**src/rtl/arb16_rr.sv**
```systemverilog
`default_nettype none
// ============================================================================
//  Module      : arb16_rr
//  Description : 16-requester round-robin arbiter for one shared resource.
//                The winner holds the grant until it releases or a hold limit
//                expires. A configurable dead gap follows before the next
//                arbitration.
//  Revision    : 1.0 - initial release
// ============================================================================
module arb16_rr #(
  parameter int unsigned MAXHOLD = 16,  // 1..255 cycles, 0 = unlimited
  parameter int unsigned GAP     = 1    // 0..15 dead cycles after a release
) (
  input  logic        sys_clk,
  input  logic        sys_rst,
  input  logic        arb_en,
  input  logic [15:0] req,
  output logic        any_req,
  output logic [15:0] gnt,
  output logic [3:0]  gnt_id,
  output logic        gnt_vld,
  output logic        timeout
);

  localparam logic [7:0] MAXHOLD_C = 8'(MAXHOLD);
  localparam logic [3:0] GAP_C     = 4'(GAP);

  typedef enum logic [1:0] {
    IDLE    = 2'd0,
    GRANT   = 2'd1,
    HOLDOFF = 2'd2
  } state_t;

  state_t      state, state_nx;
  logic [3:0]  ptr, ptr_nx;
  logic [7:0]  hold_cnt, hold_nx;
  logic [3:0]  gap_cnt, gap_nx;
  logic [15:0] gnt_nx;
  logic [3:0]  gnt_id_nx;
  logic        gnt_vld_nx;
  logic        timeout_nx;

  logic        found;
  logic [3:0]  winner;
  logic [3:0]  cand;
  logic        end_grant;

  // The request summary is purely combinational and ignores state and arb_en.
  assign any_req = |req;

  // Rotating-priority search: first set request starting at ptr, wrapping 15 -> 0.
  always_comb begin
    found  = 1'b0;
    winner = 4'd0;
    cand   = 4'd0;
    for (int i = 0; i < 16; i++) begin
      cand = ptr + 4'(i);
      if (!found && req[cand]) begin
        found  = 1'b1;
        winner = cand;
      end
    end
  end

  // Next-state and registered-output computation for the arbitration FSM.
  always_comb begin
    state_nx   = state;
    ptr_nx     = ptr;
    hold_nx    = hold_cnt;
    gap_nx     = gap_cnt;
    gnt_nx     = gnt;
    gnt_id_nx  = gnt_id;
    gnt_vld_nx = gnt_vld;
    timeout_nx = 1'b0;
    end_grant  = 1'b0;

    case (state)
      IDLE: begin
        gnt_nx     = 16'd0;
        gnt_vld_nx = 1'b0;
        if (arb_en && found) begin
          gnt_nx     = 16'(1) << winner;
          gnt_id_nx  = winner;
          gnt_vld_nx = 1'b1;
          ptr_nx     = winner + 4'd1;
          hold_nx    = 8'd1;
          state_nx   = GRANT;
        end
      end

      GRANT: begin
        // Only the current winner's request line matters while granted.
        if (!req[gnt_id]) begin
          end_grant = 1'b1;
        end else if ((MAXHOLD_C != 8'd0) && (hold_cnt == MAXHOLD_C)) begin
          end_grant  = 1'b1;
          timeout_nx = 1'b1;
        end else if (hold_cnt != 8'hFF) begin
          // Saturate so an unlimited hold never wraps the counter.
          hold_nx = hold_cnt + 8'd1;
        end

        if (end_grant) begin
          gnt_nx     = 16'd0;
          gnt_vld_nx = 1'b0;
          if (GAP_C != 4'd0) begin
            gap_nx   = GAP_C;
            state_nx = HOLDOFF;
          end else begin
            state_nx = IDLE;
          end
        end
      end

      HOLDOFF: begin
        gnt_nx     = 16'd0;
        gnt_vld_nx = 1'b0;
        if (gap_cnt <= 4'd1) begin
          gap_nx   = 4'd0;
          state_nx = IDLE;
        end else begin
          gap_nx = gap_cnt - 4'd1;
        end
      end

      default: begin
        gnt_nx     = 16'd0;
        gnt_vld_nx = 1'b0;
        state_nx   = IDLE;
      end
    endcase
  end

  // State and output registers; reset overrides any grant in progress.
  always_ff @(posedge sys_clk) begin
    if (sys_rst) begin
      state    <= IDLE;
      ptr      <= 4'd0;
      hold_cnt <= 8'd0;
      gap_cnt  <= 4'd0;
      gnt      <= 16'd0;
      gnt_id   <= 4'd0;
      gnt_vld  <= 1'b0;
      timeout  <= 1'b0;
    end else begin
      state    <= state_nx;
      ptr      <= ptr_nx;
      hold_cnt <= hold_nx;
      gap_cnt  <= gap_nx;
      gnt      <= gnt_nx;
      gnt_id   <= gnt_id_nx;
      gnt_vld  <= gnt_vld_nx;
      timeout  <= timeout_nx;
    end
  end

endmodule
`default_nettype wire

```
**config.mk**
```make
export PLATFORM = sky130hd
export DESIGN_NAME = arb16_rr
export DESIGN_NICKNAME = d
export VERILOG_FILES = /design/src/rtl/arb16_rr.sv
export SDC_FILE = /design/constraint.sdc
export NUM_CORES = 1
export LEC_CHECK = 0
export ABC_AREA = 1
export ABC_CLOCK_PERIOD_IN_PS = 3700
export BUFFER_PORTS_ARGS = -buffer_cell sky130_fd_sc_hd__buf_2
export CAP_MARGIN = 15
export CORE_MARGIN = 1
export CORE_UTILIZATION = 34
export DETAILED_ROUTE_END_ITERATION = 12
export GPL_TIMING_DRIVEN = 0
export SKIP_CTS_REPAIR_TIMING = 1
export SYNTH_ARGS = -nofsm -noshare
export SYNTH_HDL_FRONTEND = slang
export SYNTH_SLANG_ARGS = --single-unit
```
**constraint.sdc**
```tcl
create_clock -name sys_clk -period 3.7 [get_ports sys_clk]
set_clock_uncertainty 0.15 [all_clocks]
set_input_delay 0.185 -clock sys_clk [delete_from_list [all_inputs] [get_ports sys_clk]]
set_output_delay 0.185 -clock sys_clk [all_outputs]
set_load 0.05 [all_outputs]
```
; After elaboration in Yosys (flattened, before gate mapping)
; Cells that the tools add are included.
[totals]
regBits = 40
latch_bits = 0
mem_bits_rw = 0
romBits = 0
in_bits = 19
out_inout_bits = 23
n_memories = 0
[classes]
n_addsub = 18
multipliers = 0
div_mod_pow = 0
n_lt_le_gt_ge = 18
n_eq_ne = 10
shifts = 1
mux = 87
n_bitwise = 2
n_reduce_logical = 40
[op_table]
columns = op, count
row1 = "4-bit by 5-bit less-than comparator with 1-bit output, second input constant", 17
row2 = 4-bit 2-to-1 mux, 18
row3 = 1-bit binary-select mux with 4-bit select, 17
row4 = 1-bit 2-to-1 mux, 38
row5 = "4-bit adder, second input constant", 8
row6 = 16-bit 2-to-1 mux, 2
row7 = 8-bit 2-to-1 mux, 4
row8 = 16-bit case mux with 2 select lines, 1
row9 = "4-bit by 3-bit adder with 4-bit output, second input constant", 4
row10 = 1-bit logical AND, 16
row11 = 8-bit case mux with 2 select lines, 1
row12 = 16-bit OR reduction, 1
row13 = "1-bit by 4-bit left shift with 16-bit output, first input constant", 1
row14 = 1-bit logical NOT, 15
row15 = "2-bit inequality test, second input constant", 6
row16 = "4-bit by 1-bit adder with 4-bit output, second input constant", 2
row17 = "4-bit by 2-bit adder with 4-bit output, second input constant", 2
row18 = "8-bit by 1-bit adder with 8-bit output, second input constant", 1
row19 = "8-bit by 5-bit == test with 1-bit output, second input constant", 1
row20 = "8-bit inequality test, second input constant", 1
row21 = 4-bit case mux with 2 select lines, 1
row22 = 2-bit 2-to-1 mux, 3
row23 = 2-bit case mux with 3 select lines, 1
row24 = 5-bit AND reduction, 1
row25 = other kinds (11), 14

; Longest topological paths before layout
[depth]
ltp_word = 51
mapped_depth = 28

; Worst setup path before layout
; Ideal clock, no wire load.
[synth_path]
path_kind = reg2reg
startpoint = reg ptr[1]
endpoint = reg ptr[2]
arrival_time_ns = 3.564
required_time_ns = 3.421
slack_ns = -0.143
path_stages_with_launch = 27
n_path_buf = 3
path_cell_list = dfxtp_1 -> inv_1 -> buf_2 -> ha_1 -> inv_1 -> buf_2 -> nand3_1 -> nand3_1 -> nand2_1 -> nand2_1 -> nand2_2 -> nor2_8 -> nand4_4 -> nor2_4 -> nand4_4 -> nor2_4 -> nand4_4 -> nor2_2 -> nand2_2 -> clkinv_1 -> nand2_1 -> o21ai_2 -> nand2_2 -> buf_6 -> ha_1 -> o21ai_0 -> a21oi_1
[synth_between]
elab_chain_len = 50
elab_cells_between_ends = 112
classes_between = add/sub: 16 / mux: 64 / reduce/logical: 32
[synth_lines]
columns = element, line
row1 = from (decl), 35  ; logic [3:0] ptr, ptr_nx;
row2 = from (signal assigned), 147  ; ptr <= ptr_nx;
row3 = "parallel branches: the longest is 50 deep, another holds 4-bit by 1-bit adder with 4-bit output", n/a
; Parallel ways; which one is timed is not known. The select of a mux whose other input is x is not followed.
; A chain may end at the register's enable or synchronous reset.

; Worst setup path in the final report
[layout_path]
startpoint = reg ptr[0]
endpoint = reg ptr[2]
; Same word-level chain as after synthesis.

==> reports/qor.yml <==
layout.nets: 740
grt_usage_pct: 20.63
synth_cell_types: 48
setup_tns_ns: 0
place_congestion: 0.9485
multiInputGateArea_um2: 3009
placed_area_um2: 4148
r2r_start: "ptr[0]$_SDFFE_PP0P_"
grt_overflow_total: 0
synth_edf_count: 0
slew_viol_final: 0
synthMuxAreaShare_pct: 1.068
synth_seq_area_share_pct: 21.35
core_region_area_um2: 10510
start_util_pct: 35.68
die_w_um: 107.0
pin_count: 42
grt_setup_unrepaired: "yes"
hold_path_class: "in -> reg"
crit_path_start: "ptr[0]$_SDFFE_PP0P_"
root_buffer: "clkbuf_8"
synthXorXnorAreaFrac_pct: 2.336
grt_pass1_vias: 3872
critPathKind: "reg -> reg"
drive_gt1_share_pct: 29.44
fp.dieArea_um2: 11450
drt_iter0_drc: 326
min_period_ns: 3.629
worstMarginPinSlew_ns: 0.4986
hold_viol_final: 0
routed_wl_um: 12760
dpl.hpwl_um: 9119
ys_warn_count: 0
vias_per_cell: 5.284
grt_pass1_wl_um: 18780
end_kind: "flip-flop"
cts_htree_levels: 2
grt_max_degree: 14
yosysTopAreaCell: "dfxtp_1"
fin_crit_sh_pct: 98.07
fillers: 1049
synth-seq-cells: 40
synth_area_per_cell_um2: 6.048
cts_buffers: 5
synthCells: 620
synth_top_family_by_area: "simple AND/OR/NAND/NOR gates"
path_clk_slew_ns: 0.08
clkSinkCount: 40
dr_total_vias: 4470
rows: 37
run_status: "completed"
drc: 0
arrival_ns: 3.70
drt_pass1_iterations: 5
drv_cap: 0
area_growth_pct: 35.20
synthTopCellsByArea: "dfxtp_1 21%, nand2_1 18%, nand3_1 15%"
min_from: "sys_rst"
die_h_um: 107.0
io_buffers: 40
synth_fp_nets: 651
synth_simple_gate_area_share_pct: 50.28
antenna_found_initial: 0
detail-route-antenna-nets: 0
syn_area_um2: 3750
max_freq_mhz: 275.6
synthFlopType: "dfxtp_1"
synth_top_area_share_pct: 21.35
antenna_cells: 0
yosys.area_share.adder_pct: 4.004
stdcell_area_um2: 5070
required_ns: 3.77
startpoint_type: "flip-flop"
cts.path.max_buffers: 2
regArea_um2: 812.0
synth-compound-area-share_pct: 11.04
cts_tree: "done"
relSlewSlack_pct: 66.41
fin_cells: 846
routedWlPerCell_um: 15.08
synthArstFlopShare_pct: 0
cp_max_fo: 8
insertion_delay_ns: 0.29
placedCellCount: 796
finalSetupViolations: 0
==> worst paths after layout <==
path                                         endpoint  slack (ns)  depth (start not counted)
worst max-delay path              ptr[2]$_SDFFE_PP0P_        0.07                         25
worst min-delay path            state[0]$_SDFFE_PP0P_        0.18                          2
worst max register to register    ptr[2]$_SDFFE_PP0P_        0.07                         25
worst min register to register    gnt[7]$_SDFFE_PP0P_        0.32                          2
==> metrics by stage <==
stage	util, %	hold slack, ns	setup slack [ns]
5_1_grt	48.24	0.2185	-0.1454
3_3_place_gp	39.47	0.3035	-0.9086
2_1_floorplan	-	0.3217	0.01746
6_report	48.24	0.1771	0.07131
4_1_cts	40.30	0.1720	-1.012
3_5_place_dp	39.47	0.3055	-0.9911
==> Yosys cell counts (all sizes together) (3+ instances only) <==
| master | n |
|---|---|
| a21oi | 30 |
| buf | 11 |
| clkbuf | 6 |
| clkinv | 4 |
| dfxtp | 40 |
| ha | 12 |
| inv | 70 |
| mux2i | 4 |
| nand2 | 189 |
| nand3 | 116 |
| nand4 | 14 |
| nor2 | 54 |
| nor3 | 8 |
| nor4 | 7 |
| o21ai | 21 |
| o221ai | 4 |
| o22ai | 3 |
| xnor2 | 3 |
| xor2 | 7 |
==> critical path, stage by stage (launching register included) <==
cell and delay, ns:
dfxtp_4 0.41, inv_8 0.05, buf_12 0.13, ha_4 0.29, buf_8 0.14, nand3_4 0.10
nand3_4 0.10, nand2_2 0.07, nand2_2 0.10, nand2_4 0.08, nor2_8 0.13, nand4_4 0.11
nor2_4 0.15, nand4_4 0.12, nor2_4 0.15, nand4_4 0.13, nor2_4 0.14, nand2_2 0.08
inv_2 0.10, nand2_2 0.05, o21ai_2 0.06, nand2_2 0.12, buf_8 0.16, ha_4 0.26
o21ai_2 0.04, a21oi_1 0.11
==> flip-flops by register name, summed over array words and instances, names as in the netlist <==
name      count
gnt          16
hold_cnt      8
gap_cnt       4
gnt_id        4
ptr           4
state         2
gnt_vld       1
timeout       1
==> kinds of logic after synthesis <==
kind of cell | Yosys count
DFF | 40
and+or+nand+nor | 392
muxes | 4
adders and majority gates | 12
xor gates and xnor gates | 10
buffers and inverters | 91
AOI/OAI and AO/OA | 71
==> area by class of cell <==
cell class | count | share of cell area [%]
tap | 136 | 3.356
inverter | 74 | 5.972
clock inverter | 3 | 0.3702
timing repair buffer | 83 | 10.74
sequential | 40 | 16.02
buffer | 16 | 2.838
clock buffer | 5 | 1.357
multi-input combinational | 489 | 59.35
==> per-layer routing <==
| layer | GRT usage (%) | share of wire [%] | vias up | routed length, µm |
|---|---|---|---|---|
| met5 | 0 | 0 | - | 0 |
| met4 | 9.002 | 2.6 | 0 | 327 |
| met3 | 1.763 | 3.8 | 28 | 482 |
| met2 | 34.88 | 50 | 123 | 6335 |
| met1 | 26.65 | 44 | 2081 | 5615 |
| li1 | - | - | 2238 | - |
==> cells in the final DEF, fill, tap and decap left out, types with 6 or more instances in the layout <==
cell	instances
a21oi_1	26
buf_2	42
buf_4	42
dfxtp_1	37
ha_1	8
inv_1	57
inv_2	9
nand2_1	166
nand2_2	16
nand2_4	7
nand3_1	93
nand3_2	16
nand3_4	7
nand4_1	10
nor2_1	36
nor2_2	9
nor2_4	8
nor3_1	7
nor4_1	6
o21ai_0	16
Power is not shown: default switching activity piles up to over one toggle a cycle in this logic, so the estimate is an artifact.
